File: config.mk
export PLATFORM = sky130hd
export DESIGN_NAME = bcd_ascii_sender
export DESIGN_NICKNAME = d
export VERILOG_FILES = /design/src/rtl/bcd_ascii_sender.sv
export SDC_FILE = /design/constraint.sdc
export NUM_CORES = 1
export LEC_CHECK = 0
export CORE_MARGIN = 2
export CORE_UTILIZATION = 40
export CTS_BUF_LIST = sky130_fd_sc_hd__clkbuf_4
export CTS_CLUSTER_DIAMETER = 40
export CTS_CLUSTER_SIZE = 14
export DETAILED_ROUTE_END_ITERATION = 10
export MAX_ROUTING_LAYER = met4
export SLEW_MARGIN = 20
export SYNTH_ARGS = -nofsm -noshare
export SYNTH_HDL_FRONTEND = slang
export SYNTH_SLANG_ARGS = --single-unit
export TNS_END_PERCENT = 10
File: constraint.sdc
create_clock -name clk -period 5.3 [get_ports clk]
set_input_delay 1.06 -clock clk [delete_from_list [all_inputs] [get_ports clk]]
set_output_delay 1.06 -clock clk [all_outputs]
set_load 0.02 [all_outputs]
File: src/rtl/bcd_ascii_sender.sv
// Streams a captured 3-digit packed BCD value to a UART as ASCII characters,
// optionally dropping leading zeros and terminating the line with CR/LF.
module bcd_ascii_sender #(
    parameter bit SUPPRESS_ZEROS = 1'b1,
    parameter bit APPEND_CRLF    = 1'b1
) (
    input  logic        clk,
    input  logic        rst,
    input  logic [11:0] bcd_in,
    input  logic        send,
    input  logic        tx_busy,
    output logic [7:0]  tx_data,
    output logic        tx_start,
    output logic        busy,
    output logic        done
);

    typedef enum logic [1:0] {
        IDLE    = 2'd0,
        ISSUE   = 2'd1,
        WAIT_HI = 2'd2,
        WAIT_LO = 2'd3
    } state_t;

    localparam logic [2:0] IDX_CR     = 3'd3;
    localparam logic [2:0] LAST_IDX   = APPEND_CRLF ? 3'd4 : 3'd2;
    localparam logic [7:0] ASCII_ZERO = 8'h30;
    localparam logic [7:0] ASCII_BAD  = 8'h3F;
    localparam logic [7:0] ASCII_CR   = 8'h0D;
    localparam logic [7:0] ASCII_LF   = 8'h0A;

    state_t      state_reg, state_next;
    logic [2:0]  idx_reg, idx_next;
    logic [11:0] bcd_reg, bcd_next;
    logic [7:0]  tx_data_reg, tx_data_next;
    logic        tx_start_reg, tx_start_next;
    logic        busy_reg, busy_next;
    logic        done_reg, done_next;

    logic [2:0][7:0] digit_ascii;
    logic [2:0]      first_idx;
    logic [7:0]      cur_char;

    // Element 0 is the hundreds digit so it lines up with idx
    genvar gi;
    generate
        for (gi = 0; gi < 3; gi++) begin : g_digit
            logic [3:0] nib;
            assign nib             = bcd_reg[11 - 4*gi -: 4];
            assign digit_ascii[gi] = (nib <= 4'd9) ? (ASCII_ZERO + {4'd0, nib}) : ASCII_BAD;
        end
    endgenerate

    // Only leading zeros are skipped; the ones digit always goes out
    always_comb begin
        first_idx = 3'd0;
        if (SUPPRESS_ZEROS) begin
            if (bcd_in[11:8] != 4'd0)
                first_idx = 3'd0;
            else if (bcd_in[7:4] != 4'd0)
                first_idx = 3'd1;
            else
                first_idx = 3'd2;
        end
    end

    always_comb begin
        cur_char = ASCII_LF;
        case (idx_reg)
            3'd0:    cur_char = digit_ascii[0];
            3'd1:    cur_char = digit_ascii[1];
            3'd2:    cur_char = digit_ascii[2];
            IDX_CR:  cur_char = ASCII_CR;
            default: cur_char = ASCII_LF;
        endcase
    end

    always_comb begin
        state_next    = state_reg;
        idx_next      = idx_reg;
        bcd_next      = bcd_reg;
        tx_data_next  = tx_data_reg;
        tx_start_next = 1'b0;
        busy_next     = busy_reg;
        done_next     = 1'b0;
        case (state_reg)
            IDLE: begin
                if (send) begin
                    bcd_next   = bcd_in;
                    idx_next   = first_idx;
                    busy_next  = 1'b1;
                    state_next = ISSUE;
                end
            end
            ISSUE: begin
                if (!tx_busy) begin
                    tx_data_next  = cur_char;
                    tx_start_next = 1'b1;
                    state_next    = WAIT_HI;
                end
            end
            WAIT_HI: begin
                if (tx_busy)
                    state_next = WAIT_LO;
            end
            WAIT_LO: begin
                if (!tx_busy) begin
                    if (idx_reg == LAST_IDX) begin
                        done_next  = 1'b1;
                        busy_next  = 1'b0;
                        state_next = IDLE;
                    end else begin
                        idx_next   = idx_reg + 3'd1;
                        state_next = ISSUE;
                    end
                end
            end
            default: state_next = IDLE;
        endcase
    end

    always_ff @(posedge clk) begin
        if (rst) begin
            state_reg    <= IDLE;
            idx_reg      <= 3'd0;
            bcd_reg      <= 12'd0;
            tx_data_reg  <= 8'h00;
            tx_start_reg <= 1'b0;
            busy_reg     <= 1'b0;
            done_reg     <= 1'b0;
        end else begin
            state_reg    <= state_next;
            idx_reg      <= idx_next;
            bcd_reg      <= bcd_next;
            tx_data_reg  <= tx_data_next;
            tx_start_reg <= tx_start_next;
            busy_reg     <= busy_next;
            done_reg     <= done_next;
        end
    end

    assign tx_data  = tx_data_reg;
    assign tx_start = tx_start_reg;
    assign busy     = busy_reg;
    assign done     = done_reg;

endmodule

==> implementation parameters, run 1 <==
Parameter                              Value

Outcome
  Status    completed

STA
  Minimum clock period after layout    2.469 ns
  Slew Limit Fails    0
  Tcrit/Tclk final    ~47%
  Number of hold-slack violations in the final timing report    0
  Total Neg Setup Slack    0 ns
  Setup skew after layout    between 0.0006 and 0.0007 ns
  Slew at the pin closest to its max-slew limit    0.9739 ns
  Max-slew headroom    34.87%
  Final setup violation count    0
  RSZ-0062 raised after global routing    false
  Top achievable clock speed    slightly above 400 MHz

Floorplanning
  Die Outline Area    3729 um^2
  Starting utilization of the core area    42.32%
  Core Footprint    3078 um^2
  Die Y    61.07 um
  Number of rows in the core area    20
  Top-level I/O count    27
  Die Width    about 60 um

Global route
  Largest net degree at the start of global routing    27
  GRT Resource Usage Total    18.01%
  Grt ovf    0
  Antenna violations before repair    0
  First-pass GRT wire length    4.836 mm
  Number of global-route vias before repair    1,125

Place
  DPL Wire Length    2.131 mm
  Weighted congestion at the end of routability-driven global placement    0.7666
  Post-placement cell area    1540 um^2
  Port Buffer Count    24

Final layout
  Number of filler cells placed in the layout    325
  Share of final-layout standard cells stronger than drive strength 1    3.297%
  Area delta synth->final    20.56%
  Max reg flops    12
  Reg area    500.5 um^2
  Multi-input combinational cell area    710.7 um^2
  Nets    208
  Area of all placed cells without fillers    between 1500 and 2000 um^2
  ANT cells    0

Yosys
  Netlist area before placement    about 1300 um^2
  Mean area per synthesized cell    7.942 um^2
  Number of different library cells in the post-synthesis netlist    35
  Count of state elements after synthesis    25
  Share of synthesized flip-flops with an asynchronous set or reset    0%
  Number of warning messages in the yosys log    0
  Cells after synthesis    between 150 and 200
  Sequential share of the synthesized area    38.42%
  Commonest register cell after synthesis    dfxtp_1
  Post-synth EDFFs    0

Critical path
  Highest fanout seen on the critical path    15
  Worst-case reg-to-reg path depth    6
  Required time of the critical path    between 5 and 6 ns
  Critical path endpoint category    flip-flop
  Worst setup SP type    input pin
  Type of the setup path with the least slack    in2reg
  Arrival time worst endpoint    2.72 ns

Pwr
  Largest vdd supply drop    0.2126 mV
  Cell area power density    382.2 nW/um^2
  Leakage    around 0.56 nW

Detailed routing
  Number of DRC violations after detailed-routing iteration 0    39
  Routed length on met1    1.330 mm
  Drt total wl    2.804 mm
  Antenna viol nets, final    0
  Met3 Routed Length    106 um
  Highest Signal Layer    met4
  DRC violations left    0
  Via total after detailed routing    1,167
  Met2 WL    approximately 1.3 mm
  DR vias/cell    5.164
  Number of detailed-routing iterations run before antenna repair    4
  Average wire length per cell after detail routing    between 10 and 15 um

Clocking
  TritonCTS clock tree    done
  Clock H-tree levels    1
  Post-CTS Setup Repair Bufs    0
  Resized Gates After CTS    0
  Clk Tree Root Cell    clkbuf_4
  Clock-pin slew of the registers on the worst-case setup and hold paths    0.14 ns
  Number of buffers created by CTS    3
  Hold-fix buffers at CTS    0
  Clock sink total    25
  Insertion delay to the later sink of the worst-skew pair    0.33 ns
  CTS max path bufs    2

Run
  Reported max-cap violation count    0

Worst hold path
  Worst hold path class    reg2reg
  Worst hold path depth    2
## metrics by stage
stage          std cells  utilization (%)  setup slack, ns  power, mW  hold WS [ns]
6_report             226            51.02            2.831     0.6002        0.4675
5_1_grt              226            51.02            2.638     0.6561        0.4991
4_1_cts              226            51.02            2.832     0.6050        0.4689
3_5_place_dp         222            50.04            2.488     0.5157        0.4355
3_3_place_gp         222            50.04            2.554     0.5080        0.4326
2_1_floorplan        165                -            3.104     0.4449        0.4363
## layout by cell type, fill, tap and decap left out
cell	instances
or4_4	1
clkdlybuf4s50_1	24
a311oi_2	1
nor3b_1	1
mux2i_1	1
nand2b_1	3
and2_1	1
a22oi_1	1
o22ai_1	1
nor3_1	6
o21ai_0	4
o21bai_1	2
nor2_1	12
ha_1	9
clkbuf_4	3
a22o_1	1
or3_1	1
a2111oi_0	4
inv_1	9
a21o_1	2
conb_1	2
nor2b_1	3
dfxtp_1	25
o31ai_1	1
o211ai_1	1
a21oi_1	22
a2bb2oi_1	1
o41ai_1	2
o32ai_1	1
clkinvlp_4	1
a211oi_1	2
nand2_1	30
nor4_1	3
or2b_1	1
## synth_stat cells (2+ instances only)
cell type / instances / area share (%)
nand2_1: 30 / 8.6
nor2_1: 12 / 3.5
clkbuf_1: 6 / 1.7
o21bai_1: 2 / 1.2
nand2b_1: 3 / 1.4
o21ai_0: 4 / 1.5
inv_1: 9 / 2.6
o41ai_1: 2 / 1.3
a21oi_1: 22 / 8.5
a21o_1: 2 / 1.2
nor2b_1: 3 / 1.4
a211oi_1: 2 / 1.2
buf_4: 3 / 1.7
ha_1: 9 / 8.6
dfxtp_1: 25 / 38
nor4_1: 3 / 1.4
nor3_1: 6 / 2.3
a2111oi_0: 4 / 2.7
## cell type report
cell class	instances	share of cell area, %
multi-input combinational	120	45.26
sequential	25	31.87
timing repair buffer	24	15.30
tap	44	3.506
inverter	9	2.151
clock buffer	3	1.434
clock inverter	1	0.4781
## final timing paths
check | start | end | slack [ns]
setup / recovery | send | idx_reg[0] | 2.83
setup reg to reg | state_reg[0] | idx_reg[0] | 3.30
hold reg to reg | tx_data[2] | tx_data[2] | 0.47
hold / removal | tx_data[2] | tx_data[2] | 0.47
## layer usage
layer  up-vias  track usage [%]
li1        600                -
met1       538            23.25
met2        24            28.72
met3         5            2.521
met4         0            6.522
met5         -                -
## power by group
| group | switching [mW] | leakage [nW] | internal [mW] |
|---|---|---|---|
| Sequential | 0.0331 | 0.205 | 0.226 |
| Clock | 0.0616 | 0.0139 | 0.0290 |
| Combinational | 0.145 | 0.344 | 0.106 |
| Total | 0.240 | 0.563 | 0.360 |
## logic make-up after synthesis
family	after synthesis	synth area share, %
buf+inv	20	7.300
simple gates	62	21.71
compound gates	46	22.86
flops	25	38.42
mux	1	0.7685
fa+ha+maj	9	8.646
other cells	1	0.2879
## worst max-delay path, cell delays in order
cell,delay [ns]
clkdlybuf4s50_1,0.50
and2_1,0.44
a2bb2oi_1,0.39
nor2_1,0.09
a311oi_2,0.23
Note: power is estimated with default switching activity, not from simulation.
==> run 2, diff against run 1 <==
--- a/config.mk
+++ b/config.mk
@@ -12,6 +12,7 @@
 export CTS_CLUSTER_SIZE = 14
 export DETAILED_ROUTE_END_ITERATION = 10
 export MAX_ROUTING_LAYER = met4
+export PLACE_DENSITY = 0.67
 export SLEW_MARGIN = 20
 export SYNTH_ARGS = -nofsm -noshare
 export SYNTH_HDL_FRONTEND = slang
==> constraint.sdc (replaced) <==
create_clock -name clk -period 2.2 [get_ports clk]
set_input_delay 0.44 -clock clk [delete_from_list [all_inputs] [get_ports clk]]
set_output_delay 0.44 -clock clk [all_outputs]
set_load 0.02 [all_outputs]
==> run 2 against run 1 <==
Largest power group is now combinational logic. Final area up 0.96%. Combinational power grew to 2.5 times the previous value. Critical path type is now reg2reg. Largest cell class unchanged. Non-clock buffer count rose by 2. First-iteration DRC count increased by 7.7%. Power up 140%.
==> implementation parameters, run 2 (same netlist as run 1, synthesis figures left out) <==
Parameter                              Value

Final layout
  Most frequent cells in the layout    nand2_1, dfxtp_1, clkdlybuf4s50_1
  Nets    210
  Final Non-Filler Cells    228
  ANT cells    0
  Max reg flops    12
  Number of filler cells placed in the layout    308
  Commonest non-fill, non-tap cell in the layout    nand2_1
  Share of final-layout standard cells stronger than drive strength 1    4.348%
  Area delta synth->final    21.71%

Clocking
  TritonCTS clock tree    done
  Number of buffers created by CTS    3
  Insertion delay to the later sink of the worst-skew pair    0.32 ns
  Clock H-tree levels    1
  CTS max path bufs    2
  Clock sink total    25
  Clk Tree Root Cell    clkbuf_4
  Clock-pin slew of the registers on the worst-case setup and hold paths    0.13 ns

Critical path
  Critical path, cell by cell    inv_1 > ha_1 > nor2b_1 > o21bai_1 > a2111oi_1 > a2111oi_1
  Cell family with the largest share of critical-path delay    compound AO/OA/AOI/OAI gates
  Worst setup SP type    flip-flop
  Library cell appearing most often on the critical path    a2111oi_1
  Combined buffer and inverter count along the critical path    1
  Critical path endpoint category    flip-flop
  Arrival time worst endpoint    2.10 ns
  Type of the setup path with the least slack    reg2reg
  Critical-path top delay cell    a2111oi_1
  Stage delay of the slowest cell on the critical path    0.46 ns
  Required time of the critical path    2.39 ns
  Highest fanout seen on the critical path    6

Worst hold path
  Worst hold path class    reg2reg

Global route
  Largest net degree at the start of global routing    16
  GRT Resource Usage Total    18.38%
  Antenna violations before repair    0
  Number of global-route vias before repair    about 1,100
  First-pass GRT wire length    roughly 5.0 mm
  Grt ovf    0

Detailed routing
  Antenna viol nets, final    0
  Number of DRC violations after detailed-routing iteration 0    42
  Average wire length per cell after detail routing    12.33 um
  Drt total wl    roughly 2.8 mm
  DRC violations left    0
  Number of detailed-routing iterations run before antenna repair    4
  DR vias/cell    5.215
  Via total after detailed routing    approximately 1,200

Pwr
  Leakage    0.5763 nW
  Overall power of the completed layout    1.464 mW
  Largest vdd supply drop    slightly below 0.5 mV
  Cell area power density    roughly 900 nW/um^2
  Clock share of power    roughly 14%
  Internal power    880.6 uW
  Switching share of power    39.86%
  Sequential share of power    42.8%
  Fraction of power consumed by combinational cells    43.0%
  Switching power    around 580 uW

Outcome
  Status    completed

STA
  Number of hold-slack violations in the final timing report    0
  Slew Limit Fails    0
  Top achievable clock speed    522.3 MHz
  Total Neg Setup Slack    0 ns
  Final worst setup slack    0.2853 ns
  Minimum clock period after layout    between 1.5 and 2 ns
  RSZ-0062 raised after global routing    false
  Final setup violation count    0
  Slew at the pin closest to its max-slew limit    between 0.5 and 0.6 ns
  Tcrit/Tclk final    87.03%
  Setup skew after layout    0.004566 ns
  Hold Slack    0.4699 ns
  Max-slew headroom    61.85%

Floorplanning
  Die Outline Area    3729 um^2
  Top-level I/O count    27
  Number of rows in the core area    20
  Core Footprint    3078 um^2
  Die Y    61.07 um
  Die Width    61.07 um
  Starting utilization of the core area    42.32%

Place
  Placed insts    224
  Weighted congestion at the end of routability-driven global placement    roughly 0.87
  Pre-CTS setup slack    -0.02742 ns
  DPL Wire Length    2.164 mm
  Port Buffer Count    24

Run
  Reported max-cap violation count    0
run 2: final timing paths:
check / startpoint / depth (start not counted) / endpoint / slack (ns)
worst max register to register: state_reg[0] / 6 / state_reg[0] / 0.29
worst min-delay path: tx_data[0] / 2 / tx_data[0] / 0.47
worst min register to register: tx_data[0] / 2 / tx_data[0] / 0.47
worst max-delay path: state_reg[0] / 6 / state_reg[0] / 0.29
run 2: final cells by class:
cell class / count / area [um^2] / area share [%]
inverter: 9 / 33.78 / 2.131
sequential: 25 / 500.5 / 31.57
clock buffer: 3 / 22.52 / 1.421
tap: 44 / 55.05 / 3.473
clock inverter: 1 / 5.005 / 0.3157
multi-input combinational: 120 / 713.2 / 44.99
timing repair buffer: 26 / 255.2 / 16.10
run 2: power groups by stage:
stage / clock network [mW] / registers [mW] / logic (mW)
after global routing: 0.238 / 0.643 / 0.723
final: 0.208 / 0.627 / 0.630
after CTS: 0.211 / 0.627 / 0.623
after global placement: 0 / 0.630 / 0.598
after detailed placement: 0 / 0.637 / 0.620
after floorplan: 0 / 0.644 / 0.427
run 2: repair_timing:
action                     4_1_cts  5_1_grt
gates resized for setup          0        2
hold buffers                     0        0
setup endpoints to repair        0        1
setup buffers                    0        0
run 2: tightest hold or removal path: stages (launching register included):
cell and delay [ns]:
dfxtp_1 0.35, nand2_1 0.05, o41ai_1 0.05
run 2: routing by layer:
layer,vias to the layer above,global-route usage [%],wire length [um]
met2,27,27.66,1364
met4,0,6.522,21
met3,2,3.361,133
met1,553,24.71,1293
li1,607,-,-
met5,-,-,0
run 2: stage by stage:
stage	cell area, um^2	util [%]
floorplan	1306	-
global placement	1555	50.53
detailed placement	1555	50.53
CTS	1583	51.42
global route	1585	51.50
finish	1585	51.50
